<file path="src/rtl/pipe_ctrl_pkg.sv">
// Shared types and encodings for the pipeline hazard/sequencing controller.
// Pure declarations: no logic, no latency.
package pipe_ctrl_pkg;

    localparam int TAG_AW = 5;

    typedef enum logic [1:0] {
        RUN          = 2'd0,
        LOAD_STALL   = 2'd1,
        EXC_FLUSH    = 2'd2,
        EXC_REDIRECT = 2'd3
    } ctrl_state_e;

    localparam logic [1:0] FWD_REG   = 2'b00;
    localparam logic [1:0] FWD_EXMEM = 2'b10;
    localparam logic [1:0] FWD_MEMWB = 2'b01;

    localparam logic [1:0] PC_SEQ = 2'b00;
    localparam logic [1:0] PC_BR  = 2'b01;
    localparam logic [1:0] PC_EXC = 2'b10;

    typedef struct packed {
        logic              valid;
        logic [TAG_AW-1:0] rs;
        logic [TAG_AW-1:0] rt;
        logic [TAG_AW-1:0] dest;
        logic              reg_write;
        logic              mem_read;
    } shadow_tag_t;

endpackage

</file>
<file path="src/rtl/pipeline_ctrl_hazard_fwd_unit.sv">
// Forwarding selects and load-use detection from the shadow stage tags.
// Latency: purely combinational. Backpressure: none, evaluated every cycle.
module hazard_fwd_unit
    import pipe_ctrl_pkg::*;
(
    input  shadow_tag_t       idex,
    input  shadow_tag_t       exmem,
    input  shadow_tag_t       memwb,
    input  logic [TAG_AW-1:0] id_rs,
    input  logic [TAG_AW-1:0] id_rt,
    input  logic              id_uses_rs,
    input  logic              id_uses_rt,
    output logic [1:0]        fwd_a,
    output logic [1:0]        fwd_b,
    output logic              load_use
);

    function automatic logic wr_match(input shadow_tag_t t, input logic [TAG_AW-1:0] r);
        return t.valid && t.reg_write && (t.dest != '0) && (t.dest == r);
    endfunction

    // Younger producer (EX/MEM) holds the newer value, so it wins over MEM/WB.
    function automatic logic [1:0] fwd_sel(input logic [TAG_AW-1:0] r,
                                           input shadow_tag_t em,
                                           input shadow_tag_t mw);
        if (wr_match(em, r))      return FWD_EXMEM;
        else if (wr_match(mw, r)) return FWD_MEMWB;
        else                      return FWD_REG;
    endfunction

    assign fwd_a = fwd_sel(idex.rs, exmem, memwb);
    assign fwd_b = fwd_sel(idex.rt, exmem, memwb);

    assign load_use = idex.valid && idex.mem_read && (idex.dest != '0) &&
                      ((id_uses_rs && (idex.dest == id_rs)) ||
                       (id_uses_rt && (idex.dest == id_rt)));

    logic unused_ok;
    assign unused_ok = ^{idex.reg_write, exmem.rs, exmem.rt, exmem.mem_read,
                         memwb.rs, memwb.rt, memwb.mem_read};

endmodule

</file>
<file path="src/rtl/pipeline_ctrl.sv">
// Central hazard/sequencing controller: shadow stage tags, stall/flush/redirect FSM, stall counter.
// Latency: enables/flushes/pc_sel are combinational from state+inputs; state and shadows update each edge.
// Backpressure: mem_busy freezes PC, IF/ID, shadows, state and drain counter (stall_cnt still counts).
module pipeline_ctrl
    import pipe_ctrl_pkg::*;
#(
    parameter int REG_AW           = TAG_AW,
    parameter int EXC_DRAIN_CYCLES = 2,
    parameter int PERF_W           = 16
) (
    input  logic              clk,
    input  logic              rst_n,
    input  logic              id_valid,
    input  logic [REG_AW-1:0] id_rs,
    input  logic [REG_AW-1:0] id_rt,
    input  logic              id_uses_rs,
    input  logic              id_uses_rt,
    input  logic [REG_AW-1:0] id_dest,
    input  logic              id_reg_write,
    input  logic              id_mem_read,
    input  logic              id_redirect,
    input  logic              ex_exception,
    input  logic              mem_busy,
    output logic              pc_write,
    output logic              if_id_write,
    output logic              if_id_flush,
    output logic              id_ex_flush,
    output logic              ex_mem_flush,
    output logic [1:0]        pc_sel,
    output logic [1:0]        fwd_a,
    output logic [1:0]        fwd_b,
    output logic [PERF_W-1:0] stall_cnt
);

    localparam int CW = $clog2(EXC_DRAIN_CYCLES + 1);

    ctrl_state_e state;
    logic [CW-1:0] drain_cnt;
    shadow_tag_t idex, exmem, memwb;
    logic load_use, exc_take, load_stall;

    hazard_fwd_unit u_hazard (
        .idex       (idex),
        .exmem      (exmem),
        .memwb      (memwb),
        .id_rs      (id_rs),
        .id_rt      (id_rt),
        .id_uses_rs (id_uses_rs),
        .id_uses_rt (id_uses_rt),
        .fwd_a      (fwd_a),
        .fwd_b      (fwd_b),
        .load_use   (load_use)
    );

    always_comb begin
        pc_write     = 1'b1;
        if_id_write  = 1'b1;
        if_id_flush  = 1'b0;
        id_ex_flush  = 1'b0;
        ex_mem_flush = 1'b0;
        pc_sel       = PC_SEQ;
        exc_take     = 1'b0;
        load_stall   = 1'b0;
        if (!rst_n) begin
            pc_write     = 1'b0;
            if_id_write  = 1'b0;
            if_id_flush  = 1'b1;
            id_ex_flush  = 1'b1;
            ex_mem_flush = 1'b1;
        end else if (mem_busy) begin
            pc_write    = 1'b0;
            if_id_write = 1'b0;
        end else begin
            case (state)
                RUN, LOAD_STALL: begin
                    if (ex_exception && idex.valid) begin
                        exc_take     = 1'b1;
                        pc_write     = 1'b0;
                        if_id_flush  = 1'b1;
                        id_ex_flush  = 1'b1;
                        ex_mem_flush = 1'b1;
                    end else if (load_use) begin
                        // Redirect is dropped here; the held ID instruction re-raises it next cycle.
                        load_stall  = 1'b1;
                        pc_write    = 1'b0;
                        if_id_write = 1'b0;
                        id_ex_flush = 1'b1;
                    end else if (id_redirect) begin
                        pc_sel      = PC_BR;
                        if_id_flush = 1'b1;
                    end
                end
                EXC_FLUSH: begin
                    pc_write    = 1'b0;
                    if_id_flush = 1'b1;
                    id_ex_flush = 1'b1;
                end
                default: begin
                    pc_sel      = PC_EXC;
                    if_id_flush = 1'b1;
                end
            endcase
        end
    end

    always_ff @(posedge clk or negedge rst_n) begin
        if (!rst_n) begin
            state     <= RUN;
            drain_cnt <= '0;
            idex      <= '0;
            exmem     <= '0;
            memwb     <= '0;
            stall_cnt <= '0;
        end else if (mem_busy) begin
            if (stall_cnt != '1) stall_cnt <= stall_cnt + 1'b1;
        end else begin
            idex  <= id_ex_flush ? shadow_tag_t'('0)
                                 : '{id_valid, id_rs, id_rt, id_dest, id_reg_write, id_mem_read};
            exmem <= ex_mem_flush ? shadow_tag_t'('0) : idex;
            memwb <= exmem;
            if (load_stall && (stall_cnt != '1)) stall_cnt <= stall_cnt + 1'b1;
            case (state)
                RUN, LOAD_STALL: begin
                    if (exc_take) begin
                        state     <= EXC_FLUSH;
                        drain_cnt <= CW'(EXC_DRAIN_CYCLES);
                    end else if (load_stall) begin
                        state <= LOAD_STALL;
                    end else begin
                        state <= RUN;
                    end
                end
                EXC_FLUSH: begin
                    drain_cnt <= drain_cnt - 1'b1;
                    if (drain_cnt == CW'(1)) state <= EXC_REDIRECT;
                end
                default: state <= RUN;
            endcase
        end
    end

endmodule

</file>
<file path="config.mk">
export PLATFORM = sky130hd
export DESIGN_NAME = pipeline_ctrl
export DESIGN_NICKNAME = d
export VERILOG_FILES = /design/src/rtl/pipe_ctrl_pkg.sv /design/src/rtl/pipeline_ctrl_hazard_fwd_unit.sv /design/src/rtl/pipeline_ctrl.sv
export SDC_FILE = /design/constraint.sdc
export NUM_CORES = 1
export LEC_CHECK = 0
export CAP_MARGIN = 10
export CORE_AREA = 2 2 79 81
export CTS_CLUSTER_DIAMETER = 80
export DETAILED_ROUTE_END_ITERATION = 8
export DIE_AREA = 0 0 81 83
export PLACE_DENSITY = 0.71
export SETUP_SLACK_MARGIN = 0.4
export SKIP_CTS_REPAIR_TIMING = 1
export SLEW_MARGIN = 20
export SYNTH_ARGS = -nofsm -noshare
export SYNTH_HDL_FRONTEND = slang
export SYNTH_SLANG_ARGS = --single-unit
</file>
<file path="constraint.sdc">
create_clock -name clk -period 5.5 [get_ports clk]
set_clock_uncertainty 0.15 [all_clocks]
set_input_delay 1.1 -clock clk [delete_from_list [all_inputs] [get_ports clk]]
set_output_delay 1.1 -clock clk [all_outputs]
set_load 0.05 [all_outputs]
</file>
### Yosys cells after proc, flatten, opt, wreduce, memory -nomap -nowiden

Cells that the tools add are included.

| word-level totals | value |
|---|---|
| output and inout bits | 27 |
| bits of input ports | 25 |
| bits in registers | 52 |

| cells by class | value |
|---|---|
| equal/unequal tests | 13 |
| $add $sub $neg | 2 |
| reduce and logical (&&, ||, !) cells | 26 |
| bitwise gates (word level) | 1 |
| muxes and demuxes | 50 |

Operators by type and width:

| operator | count |
|---|---|
| two-way mux 16 bit | 3 |
| two-way mux 18 bit | 2 |
| two-way mux 1 bit | 33 |
| equality test 5 bit | 6 |
| adder 16 x 1 -> 16 bit (second input constant) | 1 |
| inequality test 16 bit (second input constant) | 1 |
| logical AND 1 bit | 15 |
| nonzero test 5 bit | 3 |
| two-way mux 2 bit | 7 |
| one-hot mux 2 bit (2 select lines) | 3 |
| equality test 2 x 1 -> 1 bit (second input constant) | 2 |
| inequality test 2 bit (second input constant) | 2 |
| one-hot mux 1 bit (2 select lines) | 2 |
| AND reduction 2 bit | 2 |
| nonzero test 2 bit | 2 |
| AND reduction 3 bit | 1 |
| equality test 2 bit (second input constant) | 1 |
| zero test 2 bit | 1 |
| inequality test 2 x 1 -> 1 bit (second input constant) | 1 |
| OR reduction 2 bit | 1 |
| subtractor 2 x 1 -> 2 bit (second input constant) | 1 |
| logical OR 1 bit | 1 |
| NOT 1 bit | 1 |

### Logic depth before layout (Yosys ltp)

Gate-level depths: netlist (run 1).

| logic depth | value |
|---|---|
| depth after elaboration | 12 |
| gate-level depth with buffers | 8 |

### Cells and area by module

From an unflattened synthesis (run 1), not the netlist that was laid out.

| second synthesis, totals | value |
|---|---|
| cell total of the unflattened synthesis | 273 |
| area total of the unflattened synthesis | 3,445.8 µm² |

Modules (own cells, without submodules):

| module | area an instance (µm²) | instances | cells each |
|---|---|---|---|
| pipeline_ctrl | 3,042.9 | 1 | 224 |
| hazard_fwd_unit | 402.9 | 1 | 49 |

### Worst setup path before layout (run 1)

OpenSTA, ideal clock, no wires.

| timing | value |
|---|---|
| path type | flip-flop to output port |
| start | register, netlist name exmem[6] |
| end | output port fwd_a[0] |
| buffers on the path | 0 |
| path slack | 1.248 ns |
| data arrival time | 3.002 ns |
| cell stages (with the launch flop) | 5 |
| cell sequence | dfrtp_1 xnor2_1 nand3_1 nor4_1 nor4_1 |

| between the ends | value |
|---|---|
| longest elaborated chain between the ends | 4 |

RTL lines:

| element | line | source |
|---|---|---|
| nonzero test 5 bit | pipeline_ctrl_hazard_fwd_unit.sv:19 | `return t.valid && t.reg_write && (t.dest != '0) && (t.dest == r);` |
| logical AND 1 bit | pipeline_ctrl_hazard_fwd_unit.sv:19 |  |
| logical AND 1 bit * | pipeline_ctrl_hazard_fwd_unit.sv:19 |  |
| two-way mux 2 bit * | pipeline_ctrl_hazard_fwd_unit.sv:26 | `if (wr_match(em, r)) return FWD_EXMEM;` |
| end: declaration | pipeline_ctrl.sv:30 | `output logic [1:0] fwd_a,` |

Every way passes the cells marked *; elsewhere a longest branch is shown, timed or not.

### Worst setup path in the final report (run 1)

| timing | value |
|---|---|
| start | input port id_rs[4] |
| end | output port id_ex_flush |

| between the ends | value |
|---|---|
| longest elaborated chain between the ends | 9 |

RTL lines:

| element | line | source |
|---|---|---|
| start: declaration | pipeline_ctrl.sv:14 | `input logic [REG_AW-1:0] id_rs,` |
| equality test 5 bit | pipeline_ctrl_hazard_fwd_unit.sv:35 | `((id_uses_rs && (idex.dest == id_rs)) \|\|` |
| logical AND 1 bit | pipeline_ctrl_hazard_fwd_unit.sv:35 |  |
| logical OR 1 bit | pipeline_ctrl_hazard_fwd_unit.sv:35 |  |
| logical AND 1 bit | pipeline_ctrl_hazard_fwd_unit.sv:34 | `assign load_use = idex.valid && idex.mem_read && (idex.dest != '0) &&` |
| two-way mux 1 bit | pipeline_ctrl.sv:82 | `end else if (load_use) begin` |
| two-way mux 1 bit | pipeline_ctrl.sv:76 | `if (ex_exception && idex.valid) begin` |
| one-hot mux 1 bit (2 select lines) | pipeline_ctrl.sv:74 | `case (state)` |
| two-way mux 1 bit | pipeline_ctrl.sv:70 | `end else if (mem_busy) begin` |
| two-way mux 1 bit | pipeline_ctrl.sv:64 | `if (!rst_n) begin` |
| end: declaration | pipeline_ctrl.sv:27 | `output logic id_ex_flush,` |

No other way between the ends.

==> results of run 1 <==
cell families (layout without fill, tap and decap cells):
family                     Yosys count  count (layout)  synth area share [%]
AOI/OAI and AO/OA                   49              49                 15.19
xor gates and xnor gates            45              45                 15.05
adders and majority gates            2               2                0.9554
DFF                                 52              52                 49.69
and+or+nand+nor                     66              66                 13.09
muxes                                8               8                 3.440
buffers and inverters               12              64                 2.580
power groups by stage:
stage	clock network, W	registers (W)	logic, W
after floorplan	0	0.000597	0.000180
after global placement	0	0.000530	0.000371
after detailed placement	0	0.000530	0.000379
after CTS	0.000231	0.000524	0.000380
after global routing	0.000252	0.000536	0.000410
final	0.000224	0.000525	0.000376
sequential cells by signal, indices dropped and copies added, names as in the netlist:
| signal | count |
|---|---|
| stall_cnt | 16 |
| drain_cnt | 2 |
| memwb | 7 |
| exmem | 7 |
| state | 2 |
| idex | 18 |
layout by cell type (no fill, tap or decap), types with 5 or more instances in the layout:
master	count
dfrtp_1	52
clkdlybuf4s50_1	49
xor2_1	26
a22o_1	25
xnor2_1	19
nand2_1	16
nor2_1	9
nor4_1	8
a21oi_1	7
mux2_2	7
nand3_1	6
nor3_1	6
clkbuf_8	6
and2_1	5
layer usage:
metal	vias to the layer above	GRT usage (%)	wire [um]
met5	-	0	0
met4	0	6.163	82
met3	6	5.326	252
met2	41	26.45	2683
met1	932	26.51	2693
li1	950	-	-
worst paths after layout:
path	startpoint	endpoint	slack (ns)
worst max register to register	stall_cnt[0]$_DFFE_PN0P_	stall_cnt[1]$_DFFE_PN0P_	3.10
worst max-delay path	id_rs[4]	id_ex_flush	0.82
worst min register to register	stall_cnt[11]$_DFFE_PN0P_	stall_cnt[11]$_DFFE_PN0P_	0.34
worst min-delay path	stall_cnt[11]$_DFFE_PN0P_	stall_cnt[11]$_DFFE_PN0P_	0.34
max in group asynchronous	rst_n	idex[10]$_DFFE_PN0N_	3.75
min in group asynchronous	rst_n	state[0]$_DFFE_PN0P_	0.64
critical path: stages:
cell and delay [ns]:
clkdlybuf4s50_1 0.53, xnor2_1 0.15, nand4_1 0.12, o22ai_2 0.30, a21oi_1 0.13, o31ai_1 0.25, clkdlybuf4s50_1 0.85
metrics by stage:
step / instance area (um^2) / util [%]
2_1_floorplan: 2619 / -
3_3_place_gp: 3174 / 54.58
3_5_place_dp: 3174 / 54.58
4_1_cts: 3268 / 56.20
5_1_grt: 3268 / 56.20
6_report: 3268 / 56.20
cell type report:
class	instances	area (um^2)
fillers	559	2547
multi-input cells	170	1250
well taps	75	93.84
inverters	3	11.26
repair buffers	53	518.0
flip-flops and latches	52	1301
clock buffers	7	86.33
clock inverters	1	7.507
==> results.yml, run 1 <==
placement:
  pre_cts_slack_ns: 0.8136
  portBuffers: 51
  dp.cells: 353
  place.gp.congestion: 0.8239
  dpl.hpwl_um: 4005
floorplanning:
  start_util_pct: 45.03
  dieWidth_um: 81
  row_count: 28
  die_h_um: 83
  die_area_um2: 6723
  core_area_um2: 5816
  ioPinCount: 52
finish:
  diodes: 0
  area_growth_pct: 24.80
  drive_gt1_share_pct: 7.343
  final_nets: 312
  fin_cells: 361
outcome:
  outcome: "completed"
synth:
  synthCells: 234
  synthesis.area_um2: 2619
  netlist_top_cells_count: "dfrtp_1 (52), xor2_1 (26), a22o_1 (25), xnor2_1 (19), nand2_1 (16)"
  yosys_warnings: 0
  yosysUniqueCellTypes: 36
  synth_nets: 261
  synth_top_cell_area_share_pct: 49.69
  netlist_top_cells_area: "dfrtp_1 (50%), xor2_1 (8.7%), a22o_1 (8.4%)"
  synth-seq-area-share_pct: 49.69
  synth_flop_cell: "dfrtp_1"
  synth-edff-count: 0
  async_flop_share_pct: 100.0
  synth_top_area_cell: "dfrtp_1"
  post_synth.cell_area_avg_um2: 11.19
  ys_seq_elements: 52
  synth_most_common_cell: "dfrtp_1"
global_routing:
  grt_pass1_wl_um: 9563
  gr-total-overflow: 0
  grtUsageTotal_pct: 18.39
  grt_pass1_vias: 1907
  grt_max_degree: 44
  antenna_found_initial: 0
critical_path:
  start_kind: "input port"
  crit_fanout: 4
  crit_required_ns: 4.25
  reg2regPathDepth: 6
  cp-end-kind: "output port"
  cp_data_arrival_time_ns: 3.43
  critPathKind: "input port to output port"
clock_network:
  cts_tree: "built"
  clock_latency_ns: 0.30
  root_buffer: "clkbuf_8"
  clk_pin_slew_ns: 0.09
  clock_sinks: 52
  cts_buffers: 5
  clockBufferDepth: 2
  htree_levels: 2
sta:
  finalSetupViolCount: 0
  layout_setup_ws_ns: 0.8191
  slew_violations: 0
  slew_headroom_pct: 60.55
  rsz0062_at_grt: "no"
  fin_crit_sh_pct: 85.11
  final_hold_viol_count: 0
  setup_tns_ns: 0
  fmax_mhz: 213.6
  period_needed_ns: 4.681
  tightest_slew_ns: 0.5918
  whs_ns: 0.3401
power_and_ir_drop:
  switching_share_pct: 37.42
  p_total_w: 0.001125
  p_leak_nw: 1.508
  internal-power_w: 0.0007042
  combPwrFrac_pct: 33.4
  irDropWorstVdd_v: 0.0003051
  seqPwrFrac_pct: 46.6
  pwr_density_cell_nw_per_um2: 344.3
  p_clk_share_pct: 19.9
  p_sw_w: 0.0004211
min_path:
  hold_depth: 1
  hold_path_class: "register to register"
routing:
  viasPerCell: 5.343
  drc_errors: 0
  avgRoutedWirePerCell_um: 15.82
  drt_pass1_iterations: 4
  drt-initial-drc-count: 119
  drt-total-wl_um: 5712
  via_count: 1929
  ant_nets: 0
job:
  cap_violations: 0
Power figures use the tool's default switching activity.
==> run 2: changes to the inputs <==
Settings changed: PLACE_DENSITY 0.71 to not set, PLACE_DENSITY_LB_ADDON set to 0.25.
==> results.yml, run 2 (same netlist as run 1, synthesis figures left out) <==
critical_path:
  cp_data_arrival_time_ns: 3.41
  crit_fanout: 4
  crit_required_ns: 4.25
  start_kind: "input port"
  slowest_delay_ns: 0.83
  path_delay_family: "buffers and inverters"
  cp_common_cell: "clkdlybuf4s50_1"
  slowest_stage: "clkdlybuf4s50_1"
  cp-end-kind: "output port"
  cp_num_cells: 7
  critPathKind: "input port to output port"
  reg2regPathDepth: 5
  cp_num_buf_inv: 2
  crit_chain: "clkdlybuf4s50_1, xnor2_1, nand4_1, o22ai_2, a21oi_1, o31ai_1, clkdlybuf4s50_1"
placement:
  dp.cells: 353
  place.gp.congestion: 0.8067
  portBuffers: 51
  placed_area_um2: 3174
  dpl.hpwl_um: 4206
sta:
  fin_crit_sh_pct: 84.71
  final_hold_viol_count: 0
  slew_violations: 0
  setup_tns_ns: 0
  slew_headroom_pct: 57.49
  tightest_slew_ns: 0.6377
  finalSetupViolCount: 0
  period_needed_ns: 4.659
  fmax_mhz: 214.6
  rsz0062_at_grt: "no"
routing:
  drt-initial-drc-count: 88
  drt_pass1_iterations: 4
  viasPerCell: 5.380
  ant_nets: 0
  drc_errors: 0
  drt-total-wl_um: 5874
  via_count: 1942
  avgRoutedWirePerCell_um: 16.27
power_and_ir_drop:
  irDropWorstVdd_v: 0.0003148
  p_leak_nw: 1.518
  pwr_density_cell_nw_per_um2: 354.2
finish:
  reg_top3: "idex: 18 flops, stall_cnt: 16 flops"
  diodes: 0
  fin_cells: 361
  drive_gt1_share_pct: 7.692
  design_area_um2: 3286
  final_cell_mix: "dfrtp_1 (52), clkdlybuf4s50_1 (49), xor2_1 (26)"
  final_nets: 312
  final_common_cell: "dfrtp_1"
  area_growth_pct: 25.47
  largest_reg_flops: 18
  top_register: "idex"
global_routing:
  grt_max_degree: 52
  grt_pass1_vias: 1981
  antenna_found_initial: 0
  grtUsageTotal_pct: 18.59
  grt_pass1_wl_um: 9818
  gr-total-overflow: 0
floorplanning:
  die_h_um: 83
  ioPinCount: 52
  start_util_pct: 45.03
  core_area_um2: 5816
  die_area_um2: 6723
  row_count: 28
  dieWidth_um: 81
clock_network:
  cts_buffers: 5
  htree_levels: 2
  root_buffer: "clkbuf_8"
  clock_latency_ns: 0.31
  clockBufferDepth: 2
  clk_pin_slew_ns: 0.09
  clock_sinks: 52
  cts_tree: "built"
min_path:
  hold_path_class: "register to register"
  hold_depth: 1
outcome:
  outcome: "completed"
job:
  cap_violations: 0
[run 2: stage by stage]
stage                power, W  hold slack [ns]  utilization (%)  setup WS, ns
floorplan           0.0007772           0.3074                -         1.248
global placement    0.0009022           0.3304            54.58        0.8586
CTS                  0.001171           0.3464            56.50        0.8313
global route         0.001235           0.3693            56.50        0.7198
finish               0.001164           0.3429            56.50        0.8410
detailed placement  0.0009075           0.3300            54.58        0.8359
[run 2: power by group]
group / internal (W) / switching (W) / total (W)
Combinational: 0.000157 / 0.000221 / 0.000378
Sequential: 0.000445 / 0.0000769 / 0.000522
Clock: 0.000135 / 0.000130 / 0.000264
Total: 0.000736 / 0.000427 / 0.00116
[run 2: per-layer routing]
metal	GRT usage, %	wire length [um]	vias to the layer above	part of all wire [%]
li1	-	-	951	-
met1	26.46	2652	950	45
met2	28.17	2856	33	49
met3	4.674	294	8	5.0
met4	5.085	70	0	1.2
met5	0	0	-	0
[run 2: area by class of cell]
type / count / area (um^2)
Sequential cell: 52 / 1301
Timing Repair Buffer: 53 / 518.0
Inverter: 3 / 11.26
Tap cell: 75 / 93.84
Multi-Input combinational cell: 170 / 1250
Fill cell: 537 / 2530
Clock buffer: 5 / 68.82
Clock inverter: 3 / 42.54
[run 2: path summary, 6_finish.rpt]
kind                       slack, ns                      from                         to
min in group asynchronous       0.47                     rst_n  stall_cnt[12]$_DFFE_PN0P_
min                             0.34  stall_cnt[5]$_DFFE_PN0P_   stall_cnt[5]$_DFFE_PN0P_
max reg2reg                     3.11       idex[3]$_DFFE_PN0N_   stall_cnt[1]$_DFFE_PN0P_
min reg2reg                     0.34  stall_cnt[5]$_DFFE_PN0P_   stall_cnt[5]$_DFFE_PN0P_
max                             0.84                  id_rs[4]                id_ex_flush
max in group asynchronous       3.87                     rst_n   stall_cnt[5]$_DFFE_PN0P_
